File: config.mk
export PLATFORM = sky130hd
export DESIGN_NAME = lcd_host_flat
export DESIGN_NICKNAME = d
export VERILOG_FILES = /design/src/rtl/lcd_host_if.sv /design/src/rtl/lcd_host.sv /design/src/flat_wrapper.sv
export SDC_FILE = /design/constraint.sdc
export NUM_CORES = 1
export LEC_CHECK = 0
export CAP_MARGIN = 30
export CORE_AREA = 3 3 261 263
export CTS_BUF_LIST = sky130_fd_sc_hd__clkbuf_16
export DETAILED_ROUTE_END_ITERATION = 7
export DIE_AREA = 0 0 264 266
export SETUP_SLACK_MARGIN = 0.4
export SYNTH_ARGS = -nofsm -noshare
export SYNTH_HDL_FRONTEND = slang
export SYNTH_SLANG_ARGS = --single-unit
File: constraint.sdc
create_clock -name clk -period 3.4 [get_ports clk]
set_input_delay 0.85 -clock clk [delete_from_list [all_inputs] [get_ports clk]]
set_output_delay 0.85 -clock clk [all_outputs]
set_load 0.02 [all_outputs]
File: src/rtl/lcd_host_if.sv
// Bus bundle between the LCD host block and its surroundings: image preload,
// command FIFO, LCD controller handshake, image ROM read port and result
// capture stream, plus a debug view of the issue FSM state.
//
// Handshake: cmd_valid is a single-cycle strobe with no ready; the controller
// signals readiness through busy=0 before each issue, and a cmd_valid pulse is
// always followed by at least one cycle with cmd_valid=0.
interface lcd_host_if;
    logic       img_wr;
    logic [5:0] img_addr;
    logic [7:0] img_data;
    logic       cmd_push;
    logic [3:0] cmd_in;
    logic       start;
    logic       cmd_full;
    logic       cmd_empty;
    logic       cmd_ovf;
    logic [3:0] cmd;
    logic       cmd_valid;
    logic       busy;
    logic       done;
    logic       IROM_rd;
    logic [5:0] IROM_A;
    logic [7:0] IROM_Q;
    logic       IRAM_valid;
    logic [5:0] IRAM_A;
    logic [7:0] IRAM_D;
    logic [6:0] ram_cnt;
    logic [15:0] checksum;
    logic       seq_err;
    logic       finish;
    logic [2:0] dbg_state;

    modport master (
        output img_wr, img_addr, img_data, cmd_push, cmd_in, start,
               busy, done, IROM_rd, IROM_A, IRAM_valid, IRAM_A, IRAM_D,
        input  cmd_full, cmd_empty, cmd_ovf, cmd, cmd_valid, IROM_Q,
               ram_cnt, checksum, seq_err, finish, dbg_state
    );

    modport slave (
        input  img_wr, img_addr, img_data, cmd_push, cmd_in, start,
               busy, done, IROM_rd, IROM_A, IRAM_valid, IRAM_A, IRAM_D,
        output cmd_full, cmd_empty, cmd_ovf, cmd, cmd_valid, IROM_Q,
               ram_cnt, checksum, seq_err, finish, dbg_state
    );
endinterface

File: src/rtl/lcd_host.sv
// LCD host: holds a 64x8 image store served as a one-cycle-latency ROM,
// queues command codes in a FIFO, issues them to the LCD controller one at a
// time, and captures the controller's write-out stream (count, sum, order).
module lcd_host #(
    parameter int CMD_DEPTH = 16
) (
    input logic        clk,
    input logic        reset,
    lcd_host_if.slave  bus
);
    localparam int AW = $clog2(CMD_DEPTH);
    localparam logic [AW:0] FULL_CNT = (AW+1)'(CMD_DEPTH);

    typedef enum logic [2:0] {
        IDLE     = 3'd0,
        WAIT_RDY = 3'd1,
        ISSUE    = 3'd2,
        HOLD     = 3'd3,
        COLLECT  = 3'd4,
        FIN      = 3'd5
    } state_t;

    state_t      state;
    logic [7:0]  store [64];
    logic [3:0]  fifo_mem [CMD_DEPTH];
    logic [AW-1:0] rd_ptr;
    logic [AW-1:0] wr_ptr;
    logic [AW:0] count;
    logic        full;
    logic        empty;
    logic        pop;
    logic        push_ok;
    logic        beat;
    logic [5:0]  exp_addr;
    logic        ovf;
    logic [3:0]  cmd_r;
    logic        cmd_valid_r;
    logic        finish_r;
    logic [7:0]  irom_q_r;
    logic [6:0]  ram_cnt_r;
    logic [15:0] checksum_r;
    logic        seq_err_r;

    assign full    = (count == FULL_CNT);
    assign empty   = (count == '0);
    // The head was latched into cmd when entering ISSUE, so popping there
    // frees the slot a simultaneous push on a full FIFO may overwrite.
    assign pop     = (state == ISSUE) && !empty;
    assign push_ok = bus.cmd_push && (!full || pop);
    assign beat    = (state == COLLECT) && bus.IRAM_valid;

    assign bus.cmd_full  = full;
    assign bus.cmd_empty = empty;
    assign bus.cmd_ovf   = ovf;
    assign bus.cmd       = cmd_r;
    assign bus.cmd_valid = cmd_valid_r;
    assign bus.IROM_Q    = irom_q_r;
    assign bus.ram_cnt   = ram_cnt_r;
    assign bus.checksum  = checksum_r;
    assign bus.seq_err   = seq_err_r;
    assign bus.finish    = finish_r;
    assign bus.dbg_state = state;

    // Image store writes (blocked during ISSUE) and registered ROM read.
    always_ff @(posedge clk) begin
        if (reset) begin
            for (int i = 0; i < 64; i++) store[i] <= 8'd0;
            irom_q_r <= 8'd0;
        end else begin
            if (bus.img_wr && state != ISSUE) store[bus.img_addr] <= bus.img_data;
            if (bus.IROM_rd) irom_q_r <= store[bus.IROM_A];
        end
    end

    // FIFO storage; contents need no reset since pointers define validity.
    always_ff @(posedge clk) begin
        if (push_ok) fifo_mem[wr_ptr] <= bus.cmd_in;
    end

    // FIFO pointers, occupancy and sticky overflow.
    always_ff @(posedge clk) begin
        if (reset) begin
            rd_ptr <= '0;
            wr_ptr <= '0;
            count  <= '0;
            ovf    <= 1'b0;
        end else begin
            if (push_ok) wr_ptr <= wr_ptr + 1'b1;
            if (pop)     rd_ptr <= rd_ptr + 1'b1;
            if (push_ok && !pop)      count <= count + 1'b1;
            else if (!push_ok && pop) count <= count - 1'b1;
            if (bus.cmd_push && full && !pop) ovf <= 1'b1;
        end
    end

    // Issue FSM with registered cmd, cmd_valid and finish.
    always_ff @(posedge clk) begin
        if (reset) begin
            state       <= IDLE;
            cmd_r       <= 4'd0;
            cmd_valid_r <= 1'b0;
            finish_r    <= 1'b0;
        end else begin
            cmd_valid_r <= 1'b0;
            case (state)
                IDLE: begin
                    if (bus.start) state <= WAIT_RDY;
                end
                WAIT_RDY: begin
                    if (!bus.busy && !empty) begin
                        state       <= ISSUE;
                        cmd_valid_r <= 1'b1;
                        cmd_r       <= fifo_mem[rd_ptr];
                    end
                end
                ISSUE: begin
                    // Code 0 is write-out: collect results, issue nothing more.
                    state <= (cmd_r == 4'd0) ? COLLECT : HOLD;
                end
                HOLD: begin
                    state <= WAIT_RDY;
                end
                COLLECT: begin
                    if (bus.done) begin
                        state    <= FIN;
                        finish_r <= 1'b1;
                    end
                end
                FIN: begin
                    state <= FIN;
                end
                default: state <= IDLE;
            endcase
        end
    end

    // Result capture: count, byte sum and address-order check in COLLECT.
    always_ff @(posedge clk) begin
        if (reset) begin
            ram_cnt_r  <= 7'd0;
            checksum_r <= 16'd0;
            seq_err_r  <= 1'b0;
            exp_addr   <= 6'd0;
        end else if (beat) begin
            if (ram_cnt_r != 7'd64) ram_cnt_r <= ram_cnt_r + 7'd1;
            checksum_r <= checksum_r + {8'd0, bus.IRAM_D};
            exp_addr   <= exp_addr + 6'd1;
            if (bus.IRAM_A != exp_addr) seq_err_r <= 1'b1;
        end
    end
endmodule

File: src/flat_wrapper.sv
// flat-port wrapper written by rule: the top's interface ports become plain ports
module lcd_host_flat 
#(
    parameter int CMD_DEPTH = 16
)
  (clk, reset, bus_img_wr, bus_img_addr, bus_img_data, bus_cmd_push, bus_cmd_in, bus_start, bus_busy, bus_done, bus_IROM_rd, bus_IROM_A, bus_IRAM_valid, bus_IRAM_A, bus_IRAM_D, bus_cmd_full, bus_cmd_empty, bus_cmd_ovf, bus_cmd, bus_cmd_valid, bus_IROM_Q, bus_ram_cnt, bus_checksum, bus_seq_err, bus_finish, bus_dbg_state);
  lcd_host_if bus_i ();
  input logic clk;
  input logic reset;
  input wire logic [$bits(bus_i.img_wr)-1:0] bus_img_wr;
  input wire logic [$bits(bus_i.img_addr)-1:0] bus_img_addr;
  input wire logic [$bits(bus_i.img_data)-1:0] bus_img_data;
  input wire logic [$bits(bus_i.cmd_push)-1:0] bus_cmd_push;
  input wire logic [$bits(bus_i.cmd_in)-1:0] bus_cmd_in;
  input wire logic [$bits(bus_i.start)-1:0] bus_start;
  input wire logic [$bits(bus_i.busy)-1:0] bus_busy;
  input wire logic [$bits(bus_i.done)-1:0] bus_done;
  input wire logic [$bits(bus_i.IROM_rd)-1:0] bus_IROM_rd;
  input wire logic [$bits(bus_i.IROM_A)-1:0] bus_IROM_A;
  input wire logic [$bits(bus_i.IRAM_valid)-1:0] bus_IRAM_valid;
  input wire logic [$bits(bus_i.IRAM_A)-1:0] bus_IRAM_A;
  input wire logic [$bits(bus_i.IRAM_D)-1:0] bus_IRAM_D;
  output wire logic [$bits(bus_i.cmd_full)-1:0] bus_cmd_full;
  output wire logic [$bits(bus_i.cmd_empty)-1:0] bus_cmd_empty;
  output wire logic [$bits(bus_i.cmd_ovf)-1:0] bus_cmd_ovf;
  output wire logic [$bits(bus_i.cmd)-1:0] bus_cmd;
  output wire logic [$bits(bus_i.cmd_valid)-1:0] bus_cmd_valid;
  output wire logic [$bits(bus_i.IROM_Q)-1:0] bus_IROM_Q;
  output wire logic [$bits(bus_i.ram_cnt)-1:0] bus_ram_cnt;
  output wire logic [$bits(bus_i.checksum)-1:0] bus_checksum;
  output wire logic [$bits(bus_i.seq_err)-1:0] bus_seq_err;
  output wire logic [$bits(bus_i.finish)-1:0] bus_finish;
  output wire logic [$bits(bus_i.dbg_state)-1:0] bus_dbg_state;
  assign bus_i.img_wr = bus_img_wr;
  assign bus_i.img_addr = bus_img_addr;
  assign bus_i.img_data = bus_img_data;
  assign bus_i.cmd_push = bus_cmd_push;
  assign bus_i.cmd_in = bus_cmd_in;
  assign bus_i.start = bus_start;
  assign bus_i.busy = bus_busy;
  assign bus_i.done = bus_done;
  assign bus_i.IROM_rd = bus_IROM_rd;
  assign bus_i.IROM_A = bus_IROM_A;
  assign bus_i.IRAM_valid = bus_IRAM_valid;
  assign bus_i.IRAM_A = bus_IRAM_A;
  assign bus_i.IRAM_D = bus_IRAM_D;
  assign bus_cmd_full = bus_i.cmd_full;
  assign bus_cmd_empty = bus_i.cmd_empty;
  assign bus_cmd_ovf = bus_i.cmd_ovf;
  assign bus_cmd = bus_i.cmd;
  assign bus_cmd_valid = bus_i.cmd_valid;
  assign bus_IROM_Q = bus_i.IROM_Q;
  assign bus_ram_cnt = bus_i.ram_cnt;
  assign bus_checksum = bus_i.checksum;
  assign bus_seq_err = bus_i.seq_err;
  assign bus_finish = bus_i.finish;
  assign bus_dbg_state = bus_i.dbg_state;
  lcd_host #(.CMD_DEPTH(CMD_DEPTH)) u_core (.clk(clk), .reset(reset), .bus(bus_i));
endmodule
[Yosys cells after proc, flatten, opt, wreduce, memory -nomap -nowiden]
Memory sizes are Yosys's and may differ from the RTL's. A register that Yosys moved wholly into a read port is not among the register bits.
Cells that the tools add are included.
Cells by class
  multiplexer cells: 18
  equal/unequal tests: 12
  bitwise operators: 1
  add/sub/neg operators: 7
  reductions and logical operators: 26
Operators by type and width (count)
  $pmux 3 s6: 1
  $add 16x8->16: 1
  $mux 3: 4
  $mux 5: 2
  $logic_and 1x1->1: 9
  $mux 1: 9
  $add 4x1->4 const B: 2
  $mux 8: 1
  $reduce_and 2->1: 4
  $reduce_or 8->1: 1
  $add 7x1->7 const B: 1
  $ne 7x7->1 const B: 1
  $add 6x1->6 const B: 1
  $eq 3x2->1 const B: 2
  $eq 3x3->1 const B: 2
  $mux 6: 1
  $ne 6x6->1: 1
  $add 5x1->5 const B: 1
  $eq 5x5->1 const B: 1
  $logic_not 1->1: 5
  $logic_not 5->1: 1
  $sub 5x1->5 const B: 1
  $logic_not 4->1: 1
  $ne 2x2->1 const B: 2
  other kinds (9): 9
Word-level totals
  memories kept: 2
  bits in writable memories: 576
  bits in registers: 49
  word-level logic and storage cells: 77
Memories
  u_core.store: depth 64, width 8, read ports 1, clocked after memory_dff 1, wr ports 64, RTL line lcd_host.sv:24  | logic [7:0] store [64];
  u_core.fifo_mem: depth 16, width 4, read ports 1, clocked after memory_dff 1, wr ports 1, RTL line lcd_host.sv:25  | logic [3:0] fifo_mem [CMD_DEPTH];

[Depth between registers and ports, before layout]
  depth in word-level cells: 9
  mapped depth: 14
  depth with buffers taken out: 13

[Least setup slack after synthesis]
Ideal clock, no wire load.
  path type: register -> register
  from: reg u_core.state[1], in the netlist u_core.bus.dbg_state[1]
  to: reg u_core.count[4]
  stages on the path, launching flop included: 13
  data arrival time: 2882 ps
  path slack: 390 ps
  setup time: 128 ps
  cell sequence: dfxtp_1 > or3b_1 > clkbuf_1 > a21boi_2 > ha_1 > inv_1 > ha_1 > nor2b_1 > o21a_1 > or3_1 > a21oi_1 > xnor2_1 > nor2_1
Between the ends
  word-level cells in the longest chain between the ends: 7
  elaborated cells between the ends (all ways): 10
Ends and longest elaborated chain
  start, declared: RTL line lcd_host.sv:23  | state_t state;
  start signal, assigned: RTL line lcd_host.sv:118  | state <= (cmd_r == 4'd0) ? COLLECT : HOLD;
  $eq 3x2->1 *: RTL line lcd_host.sv:48  | assign pop = (state == ISSUE) && !empty;
  $logic_and 1x1->1 *: RTL line lcd_host.sv:48
  $logic_or 1x1->1 *: RTL line lcd_host.sv:49  | assign push_ok = bus.cmd_push && (!full || pop);
  $logic_and 1x1->1 *: RTL line lcd_host.sv:49
  named net u_core.push_ok: RTL line lcd_host.sv:32  | logic push_ok;
  $logic_not 1->1: RTL line lcd_host.sv:91  | else if (!push_ok && pop) count <= count - 1'b1;
  $logic_and 1x1->1: RTL line lcd_host.sv:91
  $reduce_bool 2->1 (no line)
  end signal, assigned: RTL line lcd_host.sv:90  | if (push_ok && !pop) count <= count + 1'b1;
  end signal, assigned: RTL line lcd_host.sv:91
  end, declared: RTL line lcd_host.sv:28  | logic [AW:0] count;
Mark *: on every way through the listed nets, which the timed path passes. The rest lies on a longest branch.
A chain may end at the register's enable or synchronous reset.

==> reports/results.ini <==
[outcome]
run_status=finished, final reports clean

[cts]
clk_pin_slew_worst_paths_ns=0.06
h-tree-depth=3
root_buffer=clkbuf_16
cts.sinks=637
holdBufCountCts=0
cts_setup_buffers=0
clockBufferDepth=3
clock_latency_ns=0.61
cts_tree=built
cts_made_buffers=71

[sta]
fmax_mhz=345.0
whs_ns=0.4736
rsz0062_at_grt=no
finalMaxSlewViolations=0
finalSetupTns_ns=0
finalSetupViolCount=0
final_hold_viol_count=0
fin_crit_ns=2.898
slew_headroom_pct=41.41
worstMarginPinSlew_ns=0.8776
clock_skew_ns=0.02838
post-route-worst-setup-slack_ns=0.5018
period_share_pct=85.24

[detailed_routing]
remaining_drc_errors=0
wl_per_cell_um=23.10
drt-total-wl_um=74370
vias_per_cell=5.470
via_count=17610
route.antenna.remaining_nets=0
drtIter0Drc=1550
drt_pre_antenna_iters=5

[setup_path]
reg2reg_from=u_core.bus.dbg_state[1]
cp.required_ns=3.90
worstPathArrival_ns=3.40
crit_path_max_fanout=27
worstSetupStartpointType=input pin
end_kind=flop
critPathLaunch=bus_IROM_A[0]
worstSetupPathType=input pin to flop

[power]
ir_worst_vdd_v=0.0004784
powerDensity_nw_per_um2=529.0
leakage_nw=12.70

[worst_hold_path]
hp-class=flop to flop
hp-start=u_core.bus.seq_err

[layout]
diodes=0
synthToLayoutAreaGrowth_pct=15.34
layout-drive-gt1-share_pct=16.22
fill_cells=5534
nets=2373

[floorplan]
pin_count=91
start_util_pct=44.85
die_area_um2=70220
coreArea_um2=65860
dieHeight_um=266
die_w_um=264
fp-row-count=94

[logic_synthesis]
ys_ff_latch=637
async_flop_share_pct=0
synth_edf_count=576
syn_avg_cell_area_um2=13.61
ys_seq_area_share_pct=62.69
syn_area_um2=29540
yosys_warnings=0
syn_inst=2170
synth_ff_type=edfxtp_1
synthDistinctLibCells=62
syn-num-nets=2240

[grt]
grt.overflow.total=0
grt_pass1_vias=18070
grt_util_all_layers_pct=21.25
grt_pass1_wl_um=113300
grt_antenna_before_repair=0
grt_max_degree=125

[run]
cap_viol_max_count=0

[place]
place_congestion=0.8581
dp_hpwl_um=48920
placement.io_buffers=90
preCtsSetupSlack_ns=-0.1402

where the power goes:
part	internal [mW]	switching [mW]	total, mW
Combinational	0.664	0.992	1.66
Sequential	8.85	0.176	9.03
Clock	4.30	3.04	7.34
Total	13.8	4.21	18.0
cell usage in the layout, fill, tap and decap left out, types with 16 or more instances in the layout:
cell / count
edfxtp_1: 576
and2_1: 516
mux2i_1: 135
nor2_1: 129
buf_4: 104
mux4_2: 80
clkdlybuf4s50_1: 77
clkbuf_16: 74
inv_1: 67
or2_2: 64
a22oi_1: 64
dfxtp_1: 60
nand3_1: 43
a21oi_1: 40
nand2_1: 31
nor2b_1: 25
ha_1: 21
o21ai_0: 19
a31oi_1: 18
xor2_1: 17
clkinv_1: 17
o22ai_1: 16
layer usage:
metal  track usage, %  part of all wire [%]  vias up
li1                 -                     -     8123
met1            29.27                    44     8828
met4            6.061                   2.6        0
met3            3.611                   5.9      119
met2            35.00                    48      538
met5                0                     0        -
stage by stage:
| step | util (%) | area (um2) | std cells | total power, mW |
|---|---|---|---|---|
| finish | 51.73 | 34070 | 3219 | 18.02 |
| global route | 51.73 | 34070 | 3219 | 18.65 |
| CTS | 51.71 | 34060 | 3219 | 18.16 |
| detailed placement | 48.34 | 31840 | 3094 | 10.82 |
| global placement | 48.31 | 31820 | 3091 | 10.79 |
| floorplan | - | 29540 | 2170 | 10.16 |
what timing repair did:
item | in CTS | in global routing
endpoints found under the hold margin | 0 | 0
endpoints found under the setup margin | 3 | 1
resized for setup | 5 | 2
synthesized netlist by cell type (3+ instances only):
cell,instances,area [um2]
inv_1,50,187.7
mux4_1,4,105.1
nor2_1,129,484.2
nand3_1,43,215.2
nand4_1,7,43.79
edfxtp_1,576,17300
and2_1,516,3228
buf_6,4,45.04
a221o_1,8,80.08
buf_1,12,45.04
o21ai_0,19,95.09
dfxtp_1,61,1221
nand3b_1,7,52.55
and3_1,4,25.02
or3_1,9,56.30
or3b_2,4,35.03
nor2b_1,28,175.2
mux4_2,80,1802
nand2_2,3,18.77
mux2_2,3,33.78
or2_2,64,400.4
o22ai_1,16,100.1
nor4b_1,3,26.28
nor4_1,5,31.28
a22oi_1,64,480.5
mux2i_1,135,1351
nor3b_1,12,90.09
xnor2_1,10,87.58
ha_1,21,262.8
nand2_1,31,116.4
buf_4,3,22.52
clkbuf_1,87,326.6
xor2_1,17,148.9
nor3_1,8,40.04
buf_2,38,190.2
a21oi_1,40,200.2
a31oi_1,18,112.6
cells by family (layout without fill, tap and decap cells):
kind of cell,after synthesis,after routing,share of synthesized area (%)
fa+ha+maj,23,23,1.025
simple gates,882,882,17.32
compound gates,183,183,4.126
buf+inv,196,381,2.901
flops,637,637,62.69
xor+xnor,27,27,0.8005
mux,222,222,11.14
layout make-up:
class                      instances  area (um2)  area share (%)
tap                              864        1081           3.173
clock inverter                    51       356.6           1.047
timing repair buffer             206        1881           5.519
multi-input combinational       1337       10190           29.92
inverter                          50       187.7          0.5508
sequential                       637       18520           54.35
clock buffer                      74        1852           5.435
sequential cells by signal, summed over array words and instances, names as in the netlist:
signal / count
u_core.count: 5
u_core.bus.IROM_Q: 8
u_core.store: 512
u_core.bus.dbg_state: 3
u_core.rd_ptr: 4
u_core.wr_ptr: 4
u_core.bus.cmd_valid: 1
u_core.bus.finish: 1
u_core.exp_addr: 6
u_core.bus.cmd_ovf: 1
u_core.bus.cmd: 4
u_core.bus.seq_err: 1
u_core.fifo_mem: 64
u_core.bus.checksum: 16
u_core.bus.ram_cnt: 7
worst paths after layout:
path | end | slack (ns) | cells after the start
max | u_core.bus.IROM_Q[6] | 0.50 | 8
max reg2reg | u_core.count[4] | 0.62 | 12
min reg2reg | u_core.bus.seq_err | 0.47 | 2
min | u_core.bus.seq_err | 0.47 | 2
worst max-delay path, cell delays in order:
cell	delay, ns
buf_4	0.47
buf_12	0.29
mux4_2	0.53
inv_1	0.12
o22ai_1	0.12
a31oi_1	0.48
nand3_1	0.16
a221o_1	0.31
Power figures use the tool's default switching activity.
